$ cat config.mk
export PLATFORM = sky130hd
export DESIGN_NAME = shift_sequencer_flat
export DESIGN_NICKNAME = d
export VERILOG_FILES = /design/src/rtl/shift_sequencer_if.sv /design/src/rtl/shift_sequencer.sv /design/src/flat_wrapper.sv
export SDC_FILE = /design/constraint.sdc
export NUM_CORES = 1
export LEC_CHECK = 0
export ABC_AREA = 1
export BUFFER_PORTS_ARGS = -buffer_cell sky130_fd_sc_hd__clkbuf_2
export CAP_MARGIN = 40
export CELL_PAD_IN_SITES_DETAIL_PLACEMENT = 0
export CELL_PAD_IN_SITES_GLOBAL_PLACEMENT = 1
export CORE_ASPECT_RATIO = 2
export CORE_MARGIN = 3
export CORE_UTILIZATION = 38
export CTS_CLUSTER_SIZE = 25
export DETAILED_ROUTE_END_ITERATION = 6
export PLACE_DENSITY = 0.88
export SLEW_MARGIN = 20
export SYNTH_ARGS = -nofsm -noshare
export SYNTH_HDL_FRONTEND = slang
export SYNTH_SLANG_ARGS = --single-unit
$ cat constraint.sdc
create_clock -name clk -period 1.8 [get_ports clk]
set_input_delay 0.27 -clock clk [delete_from_list [all_inputs] [get_ports clk]]
set_output_delay 0.27 -clock clk [all_outputs]
set_load 0.005 [all_outputs]
$ cat src/rtl/shift_sequencer_if.sv
`default_nettype none
// ============================================================================
// shift_sequencer_if : request/response bundle for shift_sequencer
// Revision 1.0 - initial release
// ============================================================================
interface shift_sequencer_if #(
  parameter int WIDTH = 32
);
  localparam int SW = $clog2(WIDTH);

  logic             start;
  logic [WIDTH-1:0] A;
  logic [SW-1:0]    shamt;
  logic             dir;
  logic             sign;
  logic [WIDTH-1:0] result;
  logic             busy;
  logic             done;

  modport master (output start, A, shamt, dir, sign, input result, busy, done);
  modport slave  (input start, A, shamt, dir, sign, output result, busy, done);
endinterface
`default_nettype wire

$ cat src/rtl/shift_sequencer.sv
`default_nettype none
// ============================================================================
// shift_sequencer : multi-cycle shifter, one bit per cycle (4 with SHIFT_SEQ_FASTPATH_EN)
// Revision 1.0 - initial release
// ============================================================================
module shift_sequencer #(
  parameter int WIDTH = 32
) (
  input  wire logic        clk,
  input  wire logic        rst_n,
  shift_sequencer_if.slave bus
);
  localparam int SW = $clog2(WIDTH);

  localparam logic [1:0] S_IDLE  = 2'd0;
  localparam logic [1:0] S_SHIFT = 2'd1;
  localparam logic [1:0] S_DONE  = 2'd2;

  logic [1:0]       r_state;
  logic [WIDTH-1:0] r_work;
  logic [SW-1:0]    r_rem;
  logic             r_dir;
  logic             r_sign;

  logic [WIDTH-1:0] w_work_nxt;
  logic [SW-1:0]    w_rem_nxt;
  logic             w_fill;

  // Arithmetic fill tracks the live MSB, so it equals the original sign bit throughout.
  assign w_fill = r_sign & r_work[WIDTH-1];

`ifdef SHIFT_SEQ_FASTPATH_EN
  always_comb begin
    w_rem_nxt  = r_rem - SW'(1);
    w_work_nxt = r_dir ? {r_work[WIDTH-2:0], 1'b0} : {w_fill, r_work[WIDTH-1:1]};
    if (r_rem >= SW'(4)) begin
      w_rem_nxt  = r_rem - SW'(4);
      w_work_nxt = r_dir ? {r_work[WIDTH-5:0], 4'b0000}
                         : {{4{w_fill}}, r_work[WIDTH-1:4]};
    end
  end
`else
  always_comb begin
    w_rem_nxt  = r_rem - SW'(1);
    w_work_nxt = r_dir ? {r_work[WIDTH-2:0], 1'b0} : {w_fill, r_work[WIDTH-1:1]};
  end
`endif

  always_ff @(posedge clk or negedge rst_n) begin
    if (!rst_n) begin
      r_state <= S_IDLE;
      r_work  <= '0;
      r_rem   <= '0;
      r_dir   <= 1'b0;
      r_sign  <= 1'b0;
    end else begin
      case (r_state)
        S_IDLE: begin
          if (bus.start) begin
            r_work  <= bus.A;
            r_rem   <= bus.shamt;
            r_dir   <= bus.dir;
            r_sign  <= bus.sign;
            r_state <= (bus.shamt != '0) ? S_SHIFT : S_DONE;
          end
        end
        S_SHIFT: begin
          r_work <= w_work_nxt;
          r_rem  <= w_rem_nxt;
          if (w_rem_nxt == '0) begin
            r_state <= S_DONE;
          end
        end
        S_DONE:  r_state <= S_IDLE;
        default: r_state <= S_IDLE;
      endcase
    end
  end

  assign bus.result = r_work;
  assign bus.busy   = (r_state == S_SHIFT);
  assign bus.done   = (r_state == S_DONE);
endmodule
`default_nettype wire

$ cat src/flat_wrapper.sv
// flat-port wrapper written by rule: the top's interface ports become plain ports
module shift_sequencer_flat 
#(
  parameter int WIDTH = 32
)
  (clk, rst_n, bus_start, bus_A, bus_shamt, bus_dir, bus_sign, bus_result, bus_busy, bus_done);
  shift_sequencer_if #(.WIDTH(WIDTH)) bus_i ();
  input  wire logic clk;
  input  wire logic rst_n;
  input wire logic [$bits(bus_i.start)-1:0] bus_start;
  input wire logic [$bits(bus_i.A)-1:0] bus_A;
  input wire logic [$bits(bus_i.shamt)-1:0] bus_shamt;
  input wire logic [$bits(bus_i.dir)-1:0] bus_dir;
  input wire logic [$bits(bus_i.sign)-1:0] bus_sign;
  output wire logic [$bits(bus_i.result)-1:0] bus_result;
  output wire logic [$bits(bus_i.busy)-1:0] bus_busy;
  output wire logic [$bits(bus_i.done)-1:0] bus_done;
  assign bus_i.start = bus_start;
  assign bus_i.A = bus_A;
  assign bus_i.shamt = bus_shamt;
  assign bus_i.dir = bus_dir;
  assign bus_i.sign = bus_sign;
  assign bus_result = bus_i.result;
  assign bus_busy = bus_i.busy;
  assign bus_done = bus_i.done;
  shift_sequencer #(.WIDTH(WIDTH)) u_core (.clk(clk), .rst_n(rst_n), .bus(bus_i));
endmodule
* Word-level counts from Yosys, hierarchy flattened
Cells that the tools add are included.
** Storage, ports and cells
- Flip-flop bits (word level) :: 41
- Bits of input ports :: 42
- Word-level logic and storage cells :: 27
- Output and inout port bits :: 34
** Operators by class
- Add/sub/neg operators :: 1
- Reductions and logical operators :: 7
- Bitwise logic cells :: 1
- Equal/unequal tests :: 4
- Muxes and demuxes :: 9
** Operators by type and width (number)
- 2-to-1 mux 32 bit :: 2
- one-hot mux 32 bit (2 select lines) :: 1
- one-hot mux 5 bit (2 select lines) :: 1
- 2-to-1 mux 2 bit :: 3
- AND reduction 2 bit :: 3
- zero test 5 bit :: 1
- 2-to-1 mux 5 bit :: 1
- nonzero test 5 bit :: 1
- subtractor 5 x 1 -> 5 bit, second input constant :: 1
- one-hot mux 2 bit (2 select lines) :: 1
- equality test 2 x 1 -> 1 bit, second input constant :: 1
- equality test 2 bit, second input constant :: 1
- zero test 2 bit :: 1
- != test 2 x 1 -> 1 bit, second input constant :: 1
- != test 2 bit, second input constant :: 1
- nonzero test 2 bit :: 1
- bitwise AND 1 bit :: 1

* Longest topological paths before layout
Gate-level depths: netlist (run 1).
- Depth in word-level cells :: 4
- Mapped depth :: 9

* Least setup slack after synthesis (run 1)
No wires, ideal clock.
- Kind :: register to register
- Start point :: register u_core.r_state[1]
- End point :: register u_core.r_sign
- Path buffers :: 0
- Slack :: 0.590 ns
- Setup time :: 0.128 ns
- Arrival :: 1.082 ns
- Cell stages (with the launch flop) :: 5
- Cells stage by stage :: dfrtp_1 inv_2 nand2_2 nor2_1 mux2_1
** On the way
- Cells in the longest elaborated chain, start to end :: 2
** Ends and longest elaborated chain
- from (decl) :: line shift_sequencer.sv:19 : logic [1:0] r_state;
- from (signal assigned) :: line shift_sequencer.sv:64 : r_state <= (bus.shamt != '0) ? S_SHIFT : S_DONE;
- zero test 2 bit :: line shift_sequencer.sv:57 : case (r_state)
- AND reduction 2 bit (no source line)
- to (signal assigned) :: line shift_sequencer.sv:63 : r_sign <= bus.sign;
- to (decl) :: line shift_sequencer.sv:23 : logic r_sign;
Every way passes these cells.
A chain may end at the register's enable or synchronous reset.

* Worst setup path in the final report (run 1)
- Start point :: register u_core.r_state[0]
- End point :: output port bus_busy
** On the way
- Cells in the longest elaborated chain, start to end :: 1
** Ends and longest elaborated chain
- equality test 2 x 1 -> 1 bit :: line shift_sequencer.sv:81 : assign bus.busy = (r_state == S_SHIFT);
- to (decl) :: line flat_wrapper.sv:16 : output wire logic [$bits(bus_i.busy)-1:0] bus_busy;
Every way passes these cells.

==> impl_metrics.csv, run 1 <==
group,metric,value,unit
global_routing,overflow,0,
route,first_pass_iters,4,
clocking,cts_sinks,41,
yosys,syn_inst,314,
layout,nets,427,
global_routing,grt_max_degree,34,
yosys,ys_ff_latch,41,
route,maxUsedRoutingLayer,"met4",
floorplan,ios,76,
critical_path,endpoint_kind,"primary output",
timing,finalWorstSetupSlack,0.236,ns
yosys,synthesis.nets,358,
floorplan,rows,41,
timing,finalClockSkew,0.00381,ns
place,io_buffers,75,
route,num_vias,2382,
min_path,holdCritPathClass,"in -> reg",
route,post_drt_wl_per_cell,14.7,microns
layout,synthToLayoutAreaGrowth,20.4,%
floorplan,dieArea,7850,sq um
yosys,synth_cell_types,22,
yosys,yosysWarnings,0,
yosys,syn_area_per_cell,8.19,sq um
timing,finalSetupViolCount,0,
global_routing,antenna_found_initial,0,
critical_path,crit_arrival,1.29,ns
critical_path,start_kind,"flip-flop",
timing,tightest_slew,0.577,ns
place,hpwl,5020,microns
yosys,syn_area,2570,sq um
critical_path,cp_slowest_cell,"dfrtp_1",
floorplan,core_area,6410,sq um
floorplan,fp.dieH,122,microns
route,drc,0,
timing,setup_tns,0,ns
flow_run,cap_viol_max_count,0,
timing,timing.final.hold_violations,0,
pwr,powerDensity,2040,nW/um^2
place,dp_worst_setup_slack,0.318,ns
floorplan,start_util,40.1,%
layout,final_common_cell,"nor2_1",
route,avgViaCountPerCell,5.08,
timing,fin_crit,1.56,ns
route,wl_met2,3660,microns
clocking,cts-htree-levels,2,
critical_path,critical_path_class,"reg -> out",
route,met3_length,323,microns
global_routing,grt_pass1_vias,2332,
route,postRouteAntennaNets,0,
timing,final.period_utilization,86.9,%
layout,antennaDiodeCount,0,
route,wl,6910,microns
timing,slew_viol_final,0,
clocking,cts_buffers,5,
global_routing,track_usage,19.0,%
timing,slew_headroom,61.5,%
clocking,clkTransAtPathRegs,0.06,ns
layout,final_layout_size_suffix_gt1_share,38.9,%
outcome,status,"completed",
route,wl_met1,2700,microns
critical_path,path_cells,"nand2_8 -> inv_2 -> clkbuf_2",
critical_path,crit_required,1.53,ns
floorplan,die_w,64.2,microns
critical_path,cp_max_fo,16,
clocking,cts_tree,"built",
timing,rsz0062_at_grt,"false",
route,drt_iter0_markers,101,
pwr,total_power,0.00631,W
layout,final_cell_mix,"nor2_1, clkbuf_2, a21oi_2",
clocking,cts_root_buf,"clkbuf_16",
pwr,vdd_drop_max,0.00101,V
pwr,p_leak,1.43,nW
global_routing,grt_pass1_wl,11600,microns
critical_path,cp_slowest_stage_delay,0.52,ns
clocking,clk_latency,0.29,ns
timing,timing.fmax,639,MHz
clocking,clockBufferDepth,2,
layout,fin_util,48.3,%
yosys,synth.yosys.seq_area_share,39.9,%
place,place.gp.congestion,0.836,
==> synth_stat cells <==
cell type  instances  area (sq um)
buf_2              7          35.0
buf_6              7          78.8
nor2_1            83           312
o21ai_1            6          30.0
buf_4              3          22.5
nand3_1            7          35.0
buf_8              2          30.0
ha_1               2          25.0
o22ai_1            1          6.26
inv_2              3          11.3
a21oi_1           14          70.1
nand2_1           24          90.1
mux2_1             1          11.3
clkbuf_2           2          10.0
nand2_8            2          40.0
inv_1             14          52.6
dfrtp_1           41          1030
inv_6              1          8.76
nand2_2            1          6.26
o211ai_1           1          7.51
a21oi_2           54           473
o21ai_0           38           190
==> final timing paths <==
kind | from | to | slack [ns] | depth (start not counted)
setup reg to reg | u_core.r_state[0]$_DFFE_PN0P_ | u_core.bus.result[7]$_DFFE_PN0P_ | 0.33 | 5
setup / recovery | u_core.r_state[0]$_DFFE_PN0P_ | bus_busy | 0.24 | 3
hold reg to reg | u_core.r_sign$_DFFE_PN0P_ | u_core.r_sign$_DFFE_PN0P_ | 0.49 | 1
max in group asynchronous | rst_n | u_core.bus.result[7]$_DFFE_PN0P_ | 0.75 | 3
hold / removal | bus_sign | u_core.r_sign$_DFFE_PN0P_ | 0.19 | 2
min in group asynchronous | rst_n | u_core.bus.result[9]$_DFFE_PN0P_ | 0.51 | 2
==> critical path: cells and delay by family (launching register included) <==
| family | cells | cell delay, ns |
|---|---|---|
| buffers and inverters | 2 | 0.33 |
| DFF | 1 | 0.52 |
| and+or+nand+nor | 1 | 0.15 |
==> routing by layer <==
layer	GRT usage, %	vias up
met5	0	-
met4	8.87	0
met1	22.7	1122
li1	-	1175
met2	32.4	71
met3	3.57	14
==> cell families after synthesis <==
group	after synthesis	synth area share [%]
flip-flops	41	39.9
AND/OR/NAND/NOR	117	18.8
multiplexers	1	0.438
buffers and inverters	39	9.68
adder cells (fa/ha/maj)	2	0.973
AO/OA/AOI/OAI	114	30.2
==> final cells by class <==
type                       instances  area [sq um]
tap                               86           108
inverter                          18          72.6
timing repair buffer              83           450
multi-input combinational        234          1300
sequential                        41          1030
clock buffer                       7           143
fill                             650          3320
==> through the flow <==
step | std cells | cell area [sq um] | hold slack (ns)
final | 469 | 3100 | 0.194
after global routing | 469 | 3100 | 0.207
after CTS | 469 | 3100 | 0.190
after detailed placement | 461 | 2940 | 0.296
after global placement | 461 | 2940 | 0.307
after floorplan | 314 | 2570 | -0.0256
==> power by group <==
group / switching (W) / internal (W)
clock: 0.000361 / 0.000545
combinational: 0.00211 / 0.00136
sequential: 0.000511 / 0.00142
total: 0.00299 / 0.00333
==> flip-flops by register name, indices dropped and copies added, names as in the netlist <==
signal and cells:
u_core.r_dir 1, u_core.r_sign 1, u_core.bus.result 32, u_core.r_state 2
u_core.r_rem 5
==> repair_timing <==
action / in CTS / in global routing
resized for setup: 0 / 0
setup buffers: 0 / 0
hold buffers: 1 / 0
hold endpoints to repair: 19 / 0
(Power assumes the default switching activity.)
==> inputs of run 2 (changes only) <==
--- a/config.mk
+++ b/config.mk
@@ -6,8 +6,7 @@
 export NUM_CORES = 1
 export LEC_CHECK = 0
 export ABC_AREA = 1
-export BUFFER_PORTS_ARGS = -buffer_cell sky130_fd_sc_hd__clkbuf_2
-export CAP_MARGIN = 40
+export BUFFER_PORTS_ARGS = -buffer_cell sky130_fd_sc_hd__buf_2
 export CELL_PAD_IN_SITES_DETAIL_PLACEMENT = 0
 export CELL_PAD_IN_SITES_GLOBAL_PLACEMENT = 1
 export CORE_ASPECT_RATIO = 2
==> run 2 against run 1 <==
  * Register-to-register slack got worse by 0.08 ns
  * Hold slack better by 0.012 ns
  * Count of clock-buffer cells in the layout stayed put
  * Sequential share of layout area rose by 0.13 points
  * Clock power shrank 1%
  * Power fell by 0.50%
  * Non-clock buffer count stayed put
==> impl_metrics.csv, run 2 (same netlist as run 1, synthesis figures left out) <==
group,metric,value,unit
outcome,status,"completed",
layout,synthToLayoutAreaGrowth,19.9,%
clocking,cts_buffers,5,
floorplan,die_w,64.2,microns
min_path,worstHoldEndpoint,"u_core.r_sign$_DFFE_PN0P_",
layout,final_common_cell,"nor2_1",
timing,finalWorstSetupSlack,0.138,ns
clocking,cts-htree-levels,2,
route,first_pass_iters,4,
critical_path,start_kind,"flip-flop",
timing,rsz0062_at_grt,"false",
layout,nets,427,
critical_path,r2r_setup_slack,0.25,ns
route,drc,0,
global_routing,track_usage,18.2,%
clocking,cts_tree,"built",
route,postRouteAntennaNets,0,
clocking,clk_latency,0.28,ns
timing,setup_tns,0,ns
clocking,cts_sinks,41,
floorplan,start_util,40.1,%
timing,slew_viol_final,0,
route,drt_iter0_markers,98,
global_routing,overflow,0,
layout,instances_no_fill,469,
clocking,clkTransAtPathRegs,0.06,ns
critical_path,timing.rr.end,"u_core.bus.result[8]$_DFFE_PN0P_",
global_routing,grt_pass1_wl,11400,microns
route,avgViaCountPerCell,5.05,
critical_path,crit_arrival,1.39,ns
route,post_drt_wl_per_cell,14.8,microns
place,io_buffers,75,
layout,final_cell_mix,"nor2_1, buf_2, a21oi_2",
timing,final.period_utilization,92.3,%
flow_run,cap_viol_max_count,0,
timing,timing.fmax,602,MHz
min_path,min_from,"bus_sign",
global_routing,antenna_found_initial,0,
floorplan,dieArea,7850,sq um
floorplan,fp.dieH,122,microns
critical_path,crit_required,1.53,ns
floorplan,ios,76,
critical_path,endpoint_kind,"primary output",
timing,tightest_slew,0.487,ns
critical_path,critical_path_class,"reg -> out",
min_path,holdCritPathClass,"in -> reg",
pwr,powerDensity,2040,nW/um^2
place,place.gp.congestion,0.858,
global_routing,grt_max_degree,38,
floorplan,core_area,6410,sq um
pwr,vdd_drop_max,0.00120,V
min_path,min_path_cells,2,
floorplan,rows,41,
critical_path,r2r_cells,5,
clocking,clockBufferDepth,2,
place,hpwl,5090,microns
clocking,cts_root_buf,"clkbuf_16",
timing,worst_hold_slack,0.206,ns
layout,final_layout_size_suffix_gt1_share,38.9,%
global_routing,grt_pass1_vias,2362,
timing,finalClockSkew,0.00377,ns
pwr,p_leak,1.41,nW
clocking,ctsResizeCount,0,
route,wl,6930,microns
layout,largest_reg_flops,32,
timing,slew_headroom,67.5,%
critical_path,r2r-start,"u_core.r_state[0]$_DFFE_PN0P_",
critical_path,cp_max_fo,37,
timing,timing.final.hold_violations,0,
place,dp.cells,461,
timing,finalSetupViolCount,0,
layout,fin_util,48.1,%
layout,antennaDiodeCount,0,
route,num_vias,2370,
timing,fin_crit,1.66,ns
place,dp_worst_setup_slack,0.243,ns
-- run 2: cell types whose count changed in the layout (fill, tap and decap cells not counted), sizes merged --
cell	delta
buf	+75
clkbuf	-75
-- run 2: worst max-delay path by stage --
stage          cells after the start  slack [ns]                                to                     startpoint
2_1_floorplan                      4        0.59         u_core.r_sign$_DFFE_PN0P_  u_core.r_state[1]$_DFFE_PN0P_
6_report                           3        0.14                          bus_busy  u_core.r_state[0]$_DFFE_PN0P_
4_1_cts                            3        0.12                          bus_busy  u_core.r_state[0]$_DFFE_PN0P_
3_3_place_gp                       5        0.28  u_core.bus.result[7]$_DFFE_PN0P_  u_core.r_state[0]$_DFFE_PN0P_
5_1_grt                            3        0.05                          bus_busy  u_core.r_state[0]$_DFFE_PN0P_
3_5_place_dp                       5        0.24  u_core.bus.result[8]$_DFFE_PN0P_  u_core.r_state[0]$_DFFE_PN0P_
-- run 2: per-layer routing --
layer / track usage [%] / up-vias / share of wire (%)
met5: 0 / - / 0
met4: 7.55 / 0 / 2.2
met3: 2.38 / 14 / 3.7
met2: 33.8 / 64 / 55
met1: 20.6 / 1119 / 39
li1: - / 1173 / -
-- run 2: stage by stage --
stage | power, W | instance area, sq um
floorplan | 0.00461 | 2570
global placement | 0.00535 | 2930
detailed placement | 0.00543 | 2930
CTS | 0.00634 | 3080
global route | 0.00685 | 3080
finish | 0.00628 | 3080
-- run 2: layout make-up --
type | instances | area (sq um)
flip-flops and latches | 41 | 1030
multi-input cells | 234 | 1300
inverters | 18 | 72.6
repair buffers | 83 | 438
fillers | 650 | 3330
clock buffers | 7 | 143
well taps | 86 | 108
-- run 2: timing repair --
| item | 4_1_cts | 5_1_grt |
|---|---|---|
| hold buffers | 1 | 0 |
| hold endpoints to repair | 19 | 0 |
| buffers inserted | 0 | 0 |
| setup endpoints to repair | 0 | 0 |
-- run 2: power breakdown --
group          internal (W)  switching, W
sequential          0.00142      0.000510
combinational       0.00135       0.00211
clock              0.000545      0.000349
-- run 2: critical path, stage by stage, from the launching register on --
cell and delay [ns]:
dfrtp_1 0.52, nand2_8 0.22, inv_2 0.22, buf_2 0.15
==> inputs of run 3 (changes only) <==
--- a/config.mk
+++ b/config.mk
@@ -15,6 +15,7 @@
 export CTS_CLUSTER_SIZE = 25
 export DETAILED_ROUTE_END_ITERATION = 6
 export PLACE_DENSITY = 0.88
+export RECOVER_POWER = 50
 export SLEW_MARGIN = 20
 export SYNTH_ARGS = -nofsm -noshare
 export SYNTH_HDL_FRONTEND = slang
==> run 3 against run 2 <==
  * Final area is 0.32% lower
  * Final cell count did not move
  * First-iteration DRC count is 6.1% lower
  * Critical path depth stayed put
  * Sequential cell count stayed put
  * Sequential share of layout area is 0.11 points higher
  * Utilization down 0.16 points
==> impl_metrics.csv, run 3 (same netlist as run 1, synthesis figures left out) <==
group,metric,value,unit
critical_path,cp_max_fo,37,
layout,final_layout_size_suffix_gt1_share,36.8,%
global_routing,antenna_found_initial,0,
min_path,holdCritPathClass,"in -> reg",
floorplan,start_util,40.1,%
route,post_drt_wl_per_cell,14.7,microns
place,hpwl,5090,microns
pwr,combPwrFrac,54.8,%
layout,final_cell_mix,"nor2_1, buf_2, a21oi_2",
route,drc,0,
floorplan,ios,76,
critical_path,critPathLaunch,"u_core.r_state[0]$_DFFE_PN0P_",
pwr,p_switching,0.00297,W
global_routing,track_usage,18.2,%
route,wl,6920,microns
critical_path,r2r-start,"u_core.r_state[0]$_DFFE_PN0P_",
clocking,cts_sinks,41,
clocking,cts_tree,"built",
flow_run,cap_viol_max_count,0,
route,num_vias,2376,
route,avgViaCountPerCell,5.07,
layout,largest_reg_flops,32,
global_routing,grt_pass1_vias,2362,
pwr,powerDensity,2040,nW/um^2
place,io_buffers,75,
clocking,ctsResizeCount,0,
clocking,cts-htree-levels,2,
critical_path,r2r_cells,5,
floorplan,core_area,6410,sq um
floorplan,fp.dieH,122,microns
critical_path,start_kind,"flip-flop",
timing,tightest_slew,1.17,ns
timing,finalClockSkew,0.00409,ns
critical_path,endpoint_kind,"primary output",
critical_path,critical_path_class,"reg -> out",
place,dp_worst_setup_slack,0.243,ns
clocking,clkTransAtPathRegs,0.06,ns
pwr,p_seq_share,30.9,%
pwr,swShare,47.4,%
clocking,clockBufferDepth,2,
timing,slew_headroom,22.3,%
route,postRouteAntennaNets,0,
global_routing,overflow,0,
layout,nets,427,
place,place.gp.congestion,0.858,
pwr,clkPwrFrac,14.3,%
layout,final_cell_area,3070,sq um
critical_path,crit_end,"bus_busy",
floorplan,die_w,64.2,microns
floorplan,dieArea,7850,sq um
global_routing,grt_pass1_wl,11400,microns
route,first_pass_iters,4,
timing,timing.final.hold_violations,0,
critical_path,timing.rr.end,"u_core.bus.result[8]$_DFFE_PN0P_",
clocking,cts_root_buf,"clkbuf_16",
layout,final_common_cell,"nor2_1",
timing,fin_crit,1.67,ns
timing,setup_tns,0,ns
pwr,p_leak,1.39,nW
critical_path,crit_arrival,1.40,ns
timing,finalSetupViolCount,0,
clocking,cts_buffers,5,
timing,final.period_utilization,92.5,%
timing,rsz0062_at_grt,"false",
clocking,cts_setup_buffers,0,
outcome,status,"completed",
place,placed_area,2930,sq um
pwr,vdd_drop_max,0.00119,V
critical_path,r2r_setup_slack,0.25,ns
layout,antennaDiodeCount,0,
clocking,clk_latency,0.28,ns
layout,synthToLayoutAreaGrowth,19.5,%
route,drt_iter0_markers,92,
timing,timing.fmax,601,MHz
pwr,intPower,0.00329,W
floorplan,rows,41,
critical_path,crit_required,1.53,ns
global_routing,grt_max_degree,38,
timing,finalWorstSetupSlack,0.135,ns
timing,slew_viol_final,0,
run 3: layout make-up:
class | instances | area (sq um)
clock buffers | 7 | 143
fillers | 652 | 3340
inverters | 18 | 72.6
multi-input cells | 234 | 1300
flip-flops and latches | 41 | 1030
well taps | 86 | 108
repair buffers | 83 | 428
run 3: power by group through the flow:
stage / sequential [W] / clock [W] / combinational (W)
floorplan: 0.00182 / 0 / 0.00279
global placement: 0.00194 / 0 / 0.00341
detailed placement: 0.00195 / 0 / 0.00348
CTS: 0.00194 / 0.000916 / 0.00349
global route: 0.00200 / 0.000960 / 0.00387
finish: 0.00193 / 0.000894 / 0.00343
run 3: how the worst min path moves through the flow:
| stage | slack, ns | to | cells after the start | start |
|---|---|---|---|---|
| floorplan | -0.03 | u_core.bus.result[0]$_DFFE_PN0P_ | 0 | rst_n |
| global placement | 0.26 | u_core.bus.result[10]$_DFFE_PN0P_ | 1 | rst_n |
| detailed placement | 0.26 | u_core.bus.result[10]$_DFFE_PN0P_ | 1 | rst_n |
| CTS | 0.20 | u_core.r_sign$_DFFE_PN0P_ | 2 | bus_sign |
| global route | 0.22 | u_core.r_sign$_DFFE_PN0P_ | 2 | bus_sign |
| finish | 0.21 | u_core.r_sign$_DFFE_PN0P_ | 2 | bus_sign |
run 3: per-layer routing:
metal  routed length, microns  track usage (%)  vias up  share of wire [%]
met3                      280             2.38       15                4.0
met4                      157             7.55        0                2.3
met5                        0                0        -                  0
met1                     2670             20.6     1112                 39
li1                         -                -     1174                  -
met2                     3810             33.8       75                 55
run 3: what timing repair did:
action,4_1_cts,5_1_grt
setup endpoints to repair,0,0
hold buffers,1,0
hold endpoints to repair,19,0
run 3: per-stage QoR:
stage               total power (W)  std cells  hold WS (ns)  util, %
floorplan                   0.00461        314       -0.0256        -
global placement            0.00535        461         0.261     45.7
detailed placement          0.00543        461         0.257     45.7
CTS                         0.00634        469         0.202     48.1
global route                0.00683        469         0.215     47.9
finish                      0.00626        469         0.205     47.9
run 3: worst max-delay path, stage by stage, from the launching register on:
cell and delay, ns:
dfrtp_1 0.52, nand2_8 0.22, inv_2 0.22, buf_2 0.15
